## src/rtl/hazard_control_unit.sv

```systemverilog
// Hazard sequencer for the 5-stage MIPS pipeline: load-use stalls, taken-branch flushes, data-memory freezes.
// Outputs are combinational from state and inputs; `define HAZARD_PERF_CNT_EN builds the stall/flush/freeze counters.
module hazard_control_unit #(
  parameter int MEM_WAIT_CYCLES = 1
) (
  input  logic        clk,
  input  logic        rst,
  input  logic [4:0]  id_rs,
  input  logic [4:0]  id_rt,
  input  logic        id_uses_rt,
  input  logic        ex_MemRead,
  input  logic [4:0]  ex_rt,
  input  logic        mem_MemRead,
  input  logic        mem_MemWrite,
  input  logic        mem_branch_taken,
  output logic        pc_write,
  output logic        ifid_write,
  output logic        idex_write,
  output logic        exmem_write,
  output logic        memwb_write,
  output logic        idex_bubble,
  output logic        ifid_flush,
  output logic        exmem_flush,
  output logic [1:0]  state,
  output logic [31:0] stall_count,
  output logic [31:0] flush_count,
  output logic [31:0] freeze_count
);

  localparam logic [1:0] ST_RUN  = 2'd0;
  localparam logic [1:0] ST_WAIT = 2'd1;
  localparam int         WAIT_INIT = (MEM_WAIT_CYCLES > 1) ? MEM_WAIT_CYCLES - 2 : 0;

  logic [1:0] state_q, state_d;
  logic [3:0] wait_q, wait_d;
  logic       freeze, load_use, branch;

  assign load_use = ex_MemRead && (ex_rt != 5'd0) &&
                    ((ex_rt == id_rs) || (id_uses_rt && (ex_rt == id_rt)));
  assign branch   = mem_branch_taken;

  // The release cycle (WAIT, counter 0) deliberately ignores the still-present access.
  always_comb begin
    state_d = state_q;
    wait_d  = wait_q;
    freeze  = 1'b0;
    if (MEM_WAIT_CYCLES > 1) begin
      case (state_q)
        ST_RUN: begin
          if (mem_MemRead || mem_MemWrite) begin
            freeze  = 1'b1;
            wait_d  = 4'(WAIT_INIT);
            state_d = ST_WAIT;
          end
        end
        ST_WAIT: begin
          if (wait_q != 4'd0) begin
            freeze = 1'b1;
            wait_d = wait_q - 4'd1;
          end else begin
            state_d = ST_RUN;
          end
        end
        default: begin
          state_d = ST_RUN;
          wait_d  = 4'd0;
        end
      endcase
    end
  end

  always_comb begin
    pc_write    = 1'b1;
    ifid_write  = 1'b1;
    idex_write  = 1'b1;
    exmem_write = 1'b1;
    memwb_write = 1'b1;
    idex_bubble = 1'b0;
    ifid_flush  = 1'b0;
    exmem_flush = 1'b0;
    if (rst || freeze) begin
      pc_write    = 1'b0;
      ifid_write  = 1'b0;
      idex_write  = 1'b0;
      exmem_write = 1'b0;
      memwb_write = 1'b0;
    end else if (branch) begin
      idex_bubble = 1'b1;
      ifid_flush  = 1'b1;
      exmem_flush = 1'b1;
    end else if (load_use) begin
      pc_write    = 1'b0;
      ifid_write  = 1'b0;
      idex_bubble = 1'b1;
    end
  end

  always_ff @(posedge clk or posedge rst) begin
    if (rst) begin
      state_q <= ST_RUN;
      wait_q  <= 4'd0;
    end else begin
      state_q <= state_d;
      wait_q  <= wait_d;
    end
  end

  assign state = state_q;

`ifdef HAZARD_PERF_CNT_EN
  logic [31:0] stall_count_q, stall_count_d;
  logic [31:0] flush_count_q, flush_count_d;
  logic [31:0] freeze_count_q, freeze_count_d;
  logic        stall_evt, flush_evt;

  assign stall_evt = !freeze && !branch && load_use;
  assign flush_evt = !freeze && branch;

  // Counters saturate rather than wrap.
  always_comb begin
    stall_count_d  = stall_count_q;
    flush_count_d  = flush_count_q;
    freeze_count_d = freeze_count_q;
    if (stall_evt && (stall_count_q != 32'hFFFF_FFFF))
      stall_count_d = stall_count_q + 32'd1;
    if (flush_evt && (flush_count_q != 32'hFFFF_FFFF))
      flush_count_d = flush_count_q + 32'd1;
    if (freeze && (freeze_count_q != 32'hFFFF_FFFF))
      freeze_count_d = freeze_count_q + 32'd1;
  end

  always_ff @(posedge clk or posedge rst) begin
    if (rst) begin
      stall_count_q  <= 32'd0;
      flush_count_q  <= 32'd0;
      freeze_count_q <= 32'd0;
    end else begin
      stall_count_q  <= stall_count_d;
      flush_count_q  <= flush_count_d;
      freeze_count_q <= freeze_count_d;
    end
  end

  assign stall_count  = stall_count_q;
  assign flush_count  = flush_count_q;
  assign freeze_count = freeze_count_q;
`else
  assign stall_count  = 32'd0;
  assign flush_count  = 32'd0;
  assign freeze_count = 32'd0;
`endif

endmodule

```

## config.mk

```make
export PLATFORM = sky130hd
export DESIGN_NAME = hazard_control_unit
export DESIGN_NICKNAME = d
export VERILOG_FILES = /design/src/rtl/hazard_control_unit.sv
export SDC_FILE = /design/constraint.sdc
export NUM_CORES = 1
export LEC_CHECK = 0
export ABC_CLOCK_PERIOD_IN_PS = 1340
export CAP_MARGIN = 20
export CORE_ASPECT_RATIO = 0.75
export CORE_UTILIZATION = 26
export DETAILED_ROUTE_END_ITERATION = 10
export PLACE_DENSITY = 0.95
export SETUP_SLACK_MARGIN = 0.5
export SLEW_MARGIN = 30
export SYNTH_ARGS = -nofsm -noshare
export SYNTH_HDL_FRONTEND = slang
export SYNTH_SLANG_ARGS = --single-unit
```

## constraint.sdc

```tcl
create_clock -name clk -period 1.34 [get_ports clk]
set_clock_uncertainty 0.05 [all_clocks]
set_input_delay 0.201 -clock clk [delete_from_list [all_inputs] [get_ports clk]]
set_output_delay 0.201 -clock clk [all_outputs]
set_load 0.02 [all_outputs]
```

==> flow_summary.json, run 1 <==
{
  "total_power_uw": 466,
  "die_area_mm2": 0.00383,
  "final_common_cell": "conb_1",
  "std_cell_rows": 18,
  "synth_top_family_by_area": "buffers and inverters",
  "grt_pass1_wl_um": 1510,
  "cap_violations": 0,
  "combPwrFrac_pct": 100.0,
  "timing.final.crit_share_pct": 103,
  "syn_inst": 126,
  "routed_via_density": 2.81,
  "antennaDiodeCount": 0,
  "synth_simple_gate_area_share_pct": 3.76,
  "sw_frac_of_total_pct": 70.7,
  "power_frac_clock_pct": 0,
  "synth_area_per_cell_um2": 7.39,
  "crit_type": "input pin to output pin",
  "regArea_um2": 0,
  "critPathCaptureType": "output pin",
  "cp_cell_sequence": "buf_8 -> xnor2_2 -> nand4_1 -> o22ai_2 -> buf_4 -> a41oi_4 -> buf_6",
  "hold_depth": 3,
  "worstPathMaxFanout": 3,
  "holdBufCountCts": 0,
  "vdd_drop_max_v": 0.000159,
  "avgRoutedWirePerCell_um": 6.74,
  "syn2layout_area_growth_pct": 11.4,
  "synth_compound_area_share_pct": 3.36,
  "syn_area_um2": 931,
  "via_count": 548,
  "grt_usage_pct": 5.01,
  "path_buf_inv": 3,
  "ys_types": 12,
  "synthMuxAreaShare_pct": 0,
  "grt_setup_unrepaired": "yes",
  "drive_above_1_share_pct": 31.0,
  "layout_common_cells": "conb_1 (98), buf_6 (19), xnor2_2 (9)",
  "routabilityCongestion": 0.669,
  "core_area_mm2": 0.00336,
  "setup_violations": 2,
  "seq_cells": 0,
  "synthXorXnorAreaFrac_pct": 9.41,
  "dpl.hpwl_um": 1230,
  "grt_pass1_vias": 354,
  "max_stage_delay_ns": 0.16,
  "cp_top_family": "buffers and inverters",
  "holdPathEnd": "ifid_write",
  "cp_data_arrival_time_ns": 1.13,
  "hold_class": "input pin to output pin",
  "violations": "design-rule violations, negative setup slack",
  "hp-start": "rst",
  "worstPathRequired_ns": 1.09,
  "antenna_found_initial": 0,
  "max_freq_mhz": 724,
  "die_w_um": 71.1,
  "dpl-instance-area_um2": 986,
  "pin_count": 128,
  "startpoint_type": "input pin",
  "yosys.area_share.adder_pct": 0,
  "status": "finished, violations left",
  "grt_max_degree": 4,
  "drc": 16,
  "n_clock_buffer": 0,
  "yosysSeqAreaShare_pct": 0,
  "final_cell_area_mm2": 0.00104,
  "post-route-util_pct": 30.9,
  "nNetsFinal": 179,
  "die_h_um": 53.8,
  "drtIter0Drc": 18,
  "seqPwrFrac_pct": 0,
  "dr.pass1.iters": 8,
  "cp_slowest_cell": "o22ai_2",
  "io_buffers": 27,
  "overflow": 0,
  "period_minus_slack_ns": 1.38,
  "ant_nets": 0,
  "internal_power_uw": 137,
  "timing.final.hold_violations": 0,
  "drt-total-wl_um": 1310,
  "initial_core_util_pct": 27.7,
  "slew_viol_final": 0,
  "p_leak_nw": 0.621,
  "p_sw_uw": 329,
  "powerDensity_mw_per_mm2": 449,
  "setup_slack_ns": -0.0406,
  "ys_warn_count": 0
}
-- kinds of logic after synthesis --
| logic type | count (synthesis) |
|---|---|
| simple gates | 8 |
| buf+inv | 104 |
| xor+xnor | 10 |
| other cells | 1 |
| compound gates | 3 |
-- repair_timing --
action                                  CTS  global route
endpoints found under the hold margin     0             0
gates resized for setup                 134            13
endpoints found under the setup margin    8             8
pin swaps                                13            15
setup buffers                             1             0
-- final cells by class --
| class | count | area [um2] |
|---|---|---|
| fill | 372 | 2320 |
| inverter | 2 | 12.5 |
| multi-input combinational | 119 | 629 |
| tap | 40 | 50.0 |
| timing repair buffer | 34 | 345 |
-- through the flow --
| step | worst slack, ns | instances | TNS (ns) | hold WS (ns) |
|---|---|---|---|---|
| floorplan | 0.119 | 223 | 0 | 0.384 |
| global placement | -0.974 | 194 | -5.06 | 1.47 |
| detailed placement | -0.986 | 194 | -5.15 | 1.50 |
| CTS | -0.131 | 195 | -0.281 | 0.601 |
| global route | -0.114 | 195 | -0.242 | 0.612 |
| finish | -0.0406 | 195 | -0.0810 | 0.600 |
-- power by group through the flow --
stage	combinational (mW)	sequential, mW	clock [mW]
after floorplan	0.549	0	0
after global placement	0.438	0	0
after detailed placement	0.441	0	0
after CTS	0.446	0	0
after global routing	0.499	0	0
final	0.466	0	0
-- synth_stat cells --
| library cell | n | share of area [%] |
|---|---|---|
| xnor2_1 | 10 | 9.4 |
| buf_4 | 102 | 82 |
| conb_1 | 1 | 0.40 |
| inv_1 | 2 | 0.81 |
| nor2_1 | 2 | 0.81 |
| nand2_1 | 3 | 1.2 |
| nand4_1 | 1 | 0.67 |
| a41o_1 | 1 | 1.1 |
| a41oi_1 | 1 | 0.94 |
| nor3_1 | 1 | 0.54 |
| o22ai_2 | 1 | 1.3 |
| nand3_1 | 1 | 0.54 |
-- worst min-delay path: stages --
cell and delay, ns:
buf_12 0.09, a41oi_4 0.04, buf_6 0.12
-- layer usage --
layer	global-route usage, %	vias up	share of wire, %
li1	-	248	-
met1	4.20	249	22
met2	13.1	51	68
met3	0.375	0	10
met4	0	0	0
met5	0	-	0
-- worst max path at each step --
stage	startpoint	end	cells after the start
floorplan	ex_rt[3]	pc_write	5
global placement	ex_rt[2]	ifid_write	6
detailed placement	ex_rt[2]	pc_write	6
CTS	ex_rt[1]	pc_write	7
global route	id_rs[2]	pc_write	7
finish	ex_rt[2]	pc_write	7
(Power assumes the default switching activity.)
==> run 2: changes to the inputs <==
--- a/config.mk
+++ b/config.mk
@@ -11,6 +11,7 @@
 export CORE_UTILIZATION = 26
 export DETAILED_ROUTE_END_ITERATION = 10
 export PLACE_DENSITY = 0.95
+export REMOVE_ABC_BUFFERS = 1
 export SETUP_SLACK_MARGIN = 0.5
 export SLEW_MARGIN = 30
 export SYNTH_ARGS = -nofsm -noshare
==> constraint.sdc (replaced) <==
create_clock -name clk -period 1.34 [get_ports clk]
set_clock_uncertainty 0.05 [all_clocks]
set_input_delay 0.268 -clock clk [delete_from_list [all_inputs] [get_ports clk]]
set_output_delay 0.268 -clock clk [all_outputs]
set_load 0.01 [all_outputs]
==> flow_summary.json, run 2 (synthesis gave the netlist of run 1 again) <==
{
  "grt_pass1_vias": 316,
  "violations": "design-rule violations, negative setup slack",
  "cp_data_arrival_time_ns": 1.15,
  "die_h_um": 53.8,
  "seq_cells": 0,
  "worstPathMaxFanout": 3,
  "pin_count": 128,
  "drtIter0Drc": 13,
  "antenna_found_initial": 0,
  "std_cell_rows": 18,
  "grt_max_degree": 4,
  "final_cells": 191,
  "worstPathRequired_ns": 1.02,
  "setup-tns-final_ns": -0.380,
  "dr.pass1.iters": 7,
  "cp_top_family": "compound AO/OA/AOI/OAI gates",
  "die_w_um": 71.1,
  "vdd_drop_max_v": 0.000117,
  "routed_via_density": 2.70,
  "final_common_cell": "conb_1",
  "p_sw_uw": 199,
  "max_stage_delay_ns": 0.19,
  "status": "finished, violations left",
  "setup_slack_ns": -0.133,
  "n_clock_buffer": 0,
  "period_minus_slack_ns": 1.47,
  "syn2layout_area_growth_pct": 2.82,
  "slew_viol_final": 0,
  "grt_pass1_wl_um": 1720,
  "grt_usage_pct": 5.92,
  "total_power_uw": 317,
  "combPwrFrac_pct": 100.0,
  "cp_num_cells": 6,
  "routabilityCongestion": 0.621,
  "hold_class": "input pin to output pin",
  "die_area_mm2": 0.00383,
  "nNetsFinal": 175,
  "cap_violations": 0,
  "crit_type": "input pin to output pin",
  "overflow": 0,
  "drt-total-wl_um": 1450,
  "cp_cell_sequence": "buf_6 -> xnor2_2 -> nand3_2 -> o22ai_2 -> a41o_1 -> buf_2",
  "startpoint_type": "input pin",
  "num-fill-cells": 371,
  "holdBufCountCts": 0,
  "hp-start": "rst",
  "hold_depth": 3,
  "dp_slack_ns": -1.01,
  "io_buffers": 27,
  "cp_slowest_cell": "a41o_1",
  "p_leak_nw": 0.582,
  "powerDensity_mw_per_mm2": 332,
  "power_frac_clock_pct": 0,
  "drc": 8,
  "via_count": 515,
  "max_freq_mhz": 679,
  "timing.final.crit_share_pct": 110,
  "startpoint": "ex_rt[1]",
  "internal_power_uw": 118,
  "multi_input_area_um2": 613,
  "ant_nets": 0,
  "drive_above_1_share_pct": 27.8,
  "core_area_mm2": 0.00336,
  "dpl.hpwl_um": 1250,
  "avgRoutedWirePerCell_um": 7.58,
  "initial_core_util_pct": 27.7,
  "layout_common_cells": "conb_1 (98), buf_6 (16), buf_2 (8)",
  "sw_frac_of_total_pct": 62.8,
  "path_buf_inv": 2,
  "regArea_um2": 0,
  "seqPwrFrac_pct": 0,
  "timing.final.hold_violations": 0,
  "antennaDiodeCount": 0,
  "grt_setup_unrepaired": "yes",
  "setup_violations": 3,
  "dp.cells": 191,
  "critPathCaptureType": "output pin",
  "post-route-util_pct": 28.5
}
-- run 2: per-layer routing --
metal  up-vias  global-route usage (%)  wire [um]  share of wire [%]
met5         -                       0          0                  0
met4         0                       0          0                  0
li1        243                       -          -                  -
met2        36                    13.9        943                 65
met3         0                       0         90                6.2
met1       236                    6.31        414                 29
-- run 2: worst paths after layout --
kind                      end  slack [ns]
setup / recovery  idex_bubble       -0.13
hold / removal       pc_write        0.74
-- run 2: power groups by stage --
stage,clock network (mW),registers [mW],logic [mW]
after floorplan,0,0,0.169
after global placement,0,0,0.275
after detailed placement,0,0,0.275
after CTS,0,0,0.304
after global routing,0,0,0.351
final,0,0,0.317
-- run 2: per-stage QoR --
| stage | hold slack (ns) | instance area, um2 |
|---|---|---|
| 3_3_place_gp | 1.52 | 872 |
| 4_1_cts | 0.746 | 947 |
| 6_report | 0.745 | 957 |
| 5_1_grt | 0.754 | 957 |
| 3_5_place_dp | 1.53 | 872 |
| 2_1_floorplan | 0.565 | 529 |
-- run 2: tightest hold or removal path, delay by kind of cell --
kind | cells | cell delay, ns
compound gates | 1 | 0.04
buf+inv | 2 | 0.22
-- run 2: area by class of cell --
cell class,instances,area share (%)
inverter,2,1.31
multi-input combinational,119,64.1
tap,40,5.23
timing repair buffer,30,29.4
-- run 2: repair_timing --
| item | CTS | global route |
|---|---|---|
| pin swaps | 18 | 6 |
| setup endpoints to repair | 8 | 8 |
| gates cloned | 0 | 0 |
| setup buffers | 0 | 0 |
| gates resized for setup | 134 | 3 |
